`src/rtl/div_pkg.sv`:
```
// Shared types and helpers for the sequential restoring divider.
package div_pkg;

  localparam int unsigned STATE_W = 2;
  localparam int unsigned MAG_W   = 64;

  typedef enum logic [STATE_W-1:0] {
    IDLE = 2'd0,
    CALC = 2'd1,
    FIX  = 2'd2,
    DONE = 2'd3
  } div_state_t;

  // Caller sign-extends its operand to MAG_W and truncates the result back.
  function automatic logic [MAG_W-1:0] abs_mag(input logic [MAG_W-1:0] value,
                                               input logic             is_signed);
    return (is_signed && value[MAG_W-1]) ? -value : value;
  endfunction

endpackage

```
`src/rtl/div_step.sv`:
```
// One restoring-division step: shift {A,Q} left, trial-subtract the divisor.
module div_step #(
  parameter int unsigned WIDTH = 32
) (
  input  logic [WIDTH-1:0] a,
  input  logic [WIDTH-1:0] q,
  input  logic [WIDTH-1:0] d,
  output logic [WIDTH-1:0] a_next,
  output logic [WIDTH-1:0] q_next
);

  logic [WIDTH:0] sh;
  logic [WIDTH:0] t;

  // A < d holds between steps, so the partial remainder's top bit only exists
  // transiently inside the shifted trial value.
  always_comb begin
    sh     = {a, q[WIDTH-1]};
    t      = sh - {1'b0, d};
    q_next = {q[WIDTH-2:0], ~t[WIDTH]};
    a_next = t[WIDTH] ? sh[WIDTH-1:0] : t[WIDTH-1:0];
  end

endmodule

```
`src/rtl/seq_div.sv`:
```
// Multi-cycle signed/unsigned restoring divider with start/done handshake.
module seq_div
  import div_pkg::*;
#(
  parameter int unsigned WIDTH = 32,
  parameter int unsigned CW    = $clog2(WIDTH + 1)
) (
  input  logic             clk,
  input  logic             reset,
  input  logic             start,
  input  logic             is_signed,
  input  logic [WIDTH-1:0] dividend,
  input  logic [WIDTH-1:0] divisor,
  output logic             busy,
  output logic             done,
  output logic [WIDTH-1:0] quotient,
  output logic [WIDTH-1:0] remainder,
  output logic             div_by_zero
);

  div_state_t state, nxt;

  logic [WIDTH-1:0] a, q, dmag;
  logic [WIDTH-1:0] a_nx, q_nx;
  logic [CW-1:0]    cnt;
  logic             neg_q, neg_r;

  div_step #(.WIDTH(WIDTH)) u_step (
    .a      (a),
    .q      (q),
    .d      (dmag),
    .a_next (a_nx),
    .q_next (q_nx)
  );

  always_ff @(posedge clk) begin
    if (reset) state <= IDLE;
    else       state <= nxt;
  end

  always_comb begin
    nxt  = state;
    busy = 1'b0;
    done = 1'b0;
    unique case (state)
      IDLE: if (start) nxt = (divisor == '0) ? DONE : CALC;
      CALC: begin
        busy = 1'b1;
        if (cnt == CW'(1)) nxt = FIX;
      end
      FIX: begin
        busy = 1'b1;
        nxt  = DONE;
      end
      DONE: begin
        done = 1'b1;
        nxt  = IDLE;
      end
      default: nxt = IDLE;
    endcase
  end

  always_ff @(posedge clk) begin
    if (reset) begin
      a           <= '0;
      q           <= '0;
      dmag        <= '0;
      cnt         <= '0;
      neg_q       <= 1'b0;
      neg_r       <= 1'b0;
      quotient    <= '0;
      remainder   <= '0;
      div_by_zero <= 1'b0;
    end else begin
      unique case (state)
        IDLE: if (start) begin
          neg_q <= is_signed & (dividend[WIDTH-1] ^ divisor[WIDTH-1]);
          neg_r <= is_signed & dividend[WIDTH-1];
          dmag  <= WIDTH'(abs_mag(MAG_W'($signed(divisor)), is_signed));
          // Divide-by-zero results are published on entry to DONE.
          if (divisor == '0) begin
            quotient    <= '1;
            remainder   <= dividend;
            div_by_zero <= 1'b1;
          end else begin
            a   <= '0;
            q   <= WIDTH'(abs_mag(MAG_W'($signed(dividend)), is_signed));
            cnt <= CW'(WIDTH);
          end
        end
        CALC: begin
          a   <= a_nx;
          q   <= q_nx;
          cnt <= cnt - CW'(1);
        end
        FIX: begin
          quotient    <= neg_q ? -q : q;
          remainder   <= neg_r ? -a : a;
          div_by_zero <= 1'b0;
        end
        default: ;
      endcase
    end
  end

endmodule

```
`config.mk`:
```
export PLATFORM = sky130hd
export DESIGN_NAME = seq_div
export DESIGN_NICKNAME = d
export VERILOG_FILES = /design/src/rtl/div_pkg.sv /design/src/rtl/div_step.sv /design/src/rtl/seq_div.sv
export SDC_FILE = /design/constraint.sdc
export NUM_CORES = 1
export LEC_CHECK = 0
export CAP_MARGIN = 20
export CORE_UTILIZATION = 51
export DETAILED_ROUTE_END_ITERATION = 16
export HOLD_SLACK_MARGIN = 0.08
export PLACE_DENSITY_LB_ADDON = 0.15
export SLEW_MARGIN = 20
export SYNTH_ARGS = -nofsm -noshare
export SYNTH_HDL_FRONTEND = slang
export SYNTH_SLANG_ARGS = --single-unit
```
`constraint.sdc`:
```
create_clock -name clk -period 3.18 [get_ports clk]
set_input_delay 0.477 -clock clk [delete_from_list [all_inputs] [get_ports clk]]
set_output_delay 0.477 -clock clk [all_outputs]
set_load 0.02 [all_outputs]
```
==> results.toml <==
[run_status]
status = "complete, but fails checks"
violations = "negative setup slack"

[yosys]
synth_compound_area_share_pct = 25.1
synthMuxAreaShare_pct = 2.57
synthSimpleGateAreaFrac_pct = 18.8
synth_cell_type_count = 64
synth_top_family_by_area = "compound AO/OA/AOI/OAI gates"
synth_area_leaders = "dfxtp_1 31%, xor2_1 6.0%, nor2_1 5.9%, xnor2_1 5.7%, ha_1 4.9%"
synth_warnings = 0
synth_fp_nets = 1495
synthArstFlopShare_pct = 0
synth_area_leader_cell = "dfxtp_1"
synth_area_sq_um = 10900
synth_ff_type = "dfxtp_1"
synth_xor_xnor_area_share_pct = 11.7
synth_top_area_share_pct = 31.4
synth-seq-cells = 171
synth_area_per_cell_sq_um = 7.89
synth_adder_area_share_pct = 5.12
synth_edf_count = 0
synthCells = 1383
ys_seq_area_share_pct = 31.4

[detailed_routing]
drtAntennaViolNets = 0
drc = 0
routedWlPerCell_um = 17.2
vias = 10948
viasPerCell = 5.84
wl_mm = 32.3
first_iter_violations = 698
drt_pass1_iterations = 5

[placement]
gp_congestion = 0.915
io_buffers = 134
place_hpwl_mm = 24.7

[pwr]
leakage_nw = 5.49
p_per_area_nw_per_um2 = 683
p_total_mw = 9.76
ir_drop_uv = 381

[sta]
rsz0062_at_grt = "true"
final.setup.worst_slack_ns = -0.170
hold_viol_final = 0
worst_slew_pin_slew_ns = 0.968
fin_crit_sh_pct = 105
fin_skew_ns = 0.00984
fin_hold_ws_ns = 0.455
slew_violations = 0
finalSetupViolations = 10
fmaxAchievable_ghz = 0.299
period_minus_slack_ns = 3.35
slew_headroom_pct = 35.4

[clock_network]
clk_pin_slew_ns = 0.07
insertion_delay_ns = 0.44
clockBufferDepth = 2
h-tree-depth = 4
numCtsBuffers = 17
clock-sinks = 171
hold_buffers = 0
cts_tree = "done"
clockRootBuffer = "clkbuf_16"

[floorplan]
core_area_sq_um = 21000
start_util_pct = 51.9
ios = 135
dieArea_sq_um = 22000
die_h_um = 148
fp-row-count = 53
die_w_um = 148

[global_route]
grt_start_max_net_pins = 63
grt_pass1_wl_mm = 50.8
track_usage_pct = 29.2
antenna_found_initial = 0
overflow = 0
grt_pass1_vias = 10173

[critical_path]
cp.arrival_ns = 3.69
critPathLaunchType = "register"
worstSetupPathType = "register to register"
r2r_start = "q[3]"
worst_setup_path_startpoint = "q[3]"
cp_data_required_time_ns = 3.52
worstSetupEndpointType = "register"
crit_fanout = 5

[cells_and_area]
syn_to_final_growth_pct = 31.0
final_layout_size_suffix_gt1_share_pct = 14.3
n_antenna_cell = 0
fillCellCount = 1730
fin_nets = 1698

[min_path]
min_path_type = "register to register"
worstHoldStart = "remainder[1]"

[job]
maxCapViolCount = 0
==> worst paths after layout <==
check / depth (start not counted) / endpoint / slack [ns]
setup / recovery: 9 / quotient[30] / -0.17
hold / removal: 2 / remainder[1] / 0.46
setup reg to reg: 9 / quotient[30] / -0.17
hold reg to reg: 2 / remainder[1] / 0.46
==> metrics by stage <==
| stage | util, % | setup TNS, ns | cell area, sq um | instances | setup WS [ns] |
|---|---|---|---|---|---|
| after floorplan | - | -0.336 | 10900 | 1383 | -0.0870 |
| after CTS | 67.0 | -0.847 | 14100 | 1867 | -0.141 |
| after global placement | 63.7 | -17.53 | 13400 | 1831 | -0.226 |
| after detailed placement | 63.7 | -32.10 | 13400 | 1831 | -0.350 |
| after global routing | 68.0 | -1.91 | 14300 | 1874 | -0.264 |
| final | 68.0 | -1.08 | 14300 | 1874 | -0.170 |
==> cells by family after synthesis <==
group / count (synthesis)
and+or+nand+nor: 447
AOI/OAI and AO/OA: 395
DFF: 171
buffers and inverters: 152
xor gates and xnor gates: 146
adders and majority gates: 44
muxes: 28
==> where the power goes <==
| group | total (mW) | internal (mW) | switching (mW) |
|---|---|---|---|
| clock | 2.06 | 1.05 | 1.01 |
| combinational | 4.70 | 2.13 | 2.58 |
| sequential | 3.00 | 2.57 | 0.426 |
==> cells in the mapped netlist, drive strengths merged (4+ instances only) <==
cell,number
a211oi,37
a21o,7
a21oi,80
a221o,5
a221oi,13
a222oi,27
a22oi,9
a311oi,29
a31o,4
a31oi,9
and2,10
and3,10
clkbuf,86
dfxtp,171
ha,43
inv,63
mux2i,28
nand2,134
nand2b,11
nand3,14
nand4,5
nor2,171
nor2b,10
nor3,24
nor3b,4
nor4,9
o211ai,19
o21a,7
o21ai,77
o21bai,4
o22ai,6
o31ai,36
o41ai,9
or3,22
or4,15
xnor2,71
xor2,75
==> worst max-delay path: stages, from the launching register on <==
cell and delay [ns]:
dfxtp_2 0.32, or4_4 0.53, or3_4 0.34, or3_4 0.34, or2_1 0.23, or4_4 0.43
or4b_4 0.55, o21ai_2 0.16, xor2_1 0.08, a311oi_1 0.27
==> cells in the final DEF (no fill, tap or decap), drive strengths merged, types with 10 or more instances in the layout <==
cell	n
mux2i	28
or3	22
and3	10
a211oi	37
nand2	134
buf	140
a21oi	80
dfxtp	171
o31ai	36
xor2	75
or4	15
clkbuf	18
nor2	171
nor3	24
nand2b	11
o211ai	19
a222oi	27
nand3	14
a221oi	13
o21ai	77
ha	43
nor2b	10
inv	71
and2	10
xnor2	71
clkdlybuf4s50	133
a311oi	29
==> registers in the layout, indices dropped and copies added, names as in the netlist, 2 cells and up <==
register	flops
a	32
dmag	32
q	32
quotient	32
remainder	32
cnt	6
state	2
==> timing repair <==
item                                    in CTS  in global routing
gates cloned                                 0                  0
pin swaps                                    9                 22
endpoints found under the setup margin      32                102
gates resized for setup                     17                 34
buffers inserted                             5                  9
==> metal layers <==
metal	vias up	share of wire (%)	global-route usage [%]
li1	5417	-	-
met1	5193	42	34.8
met2	276	50	51.5
met3	62	4.6	4.97
met4	0	3.4	12.7
met5	-	0	0
==> cell type report <==
type,count,area [sq um],area share (%)
clock inverters,14,148,1.03
flip-flops and latches,171,3430,24.0
well taps,275,344,2.41
inverters,63,236,1.65
clock buffers,18,429,3.00
multi-input cells,1060,7180,50.2
repair buffers,273,2530,17.7
Power figures use the tool's default switching activity.
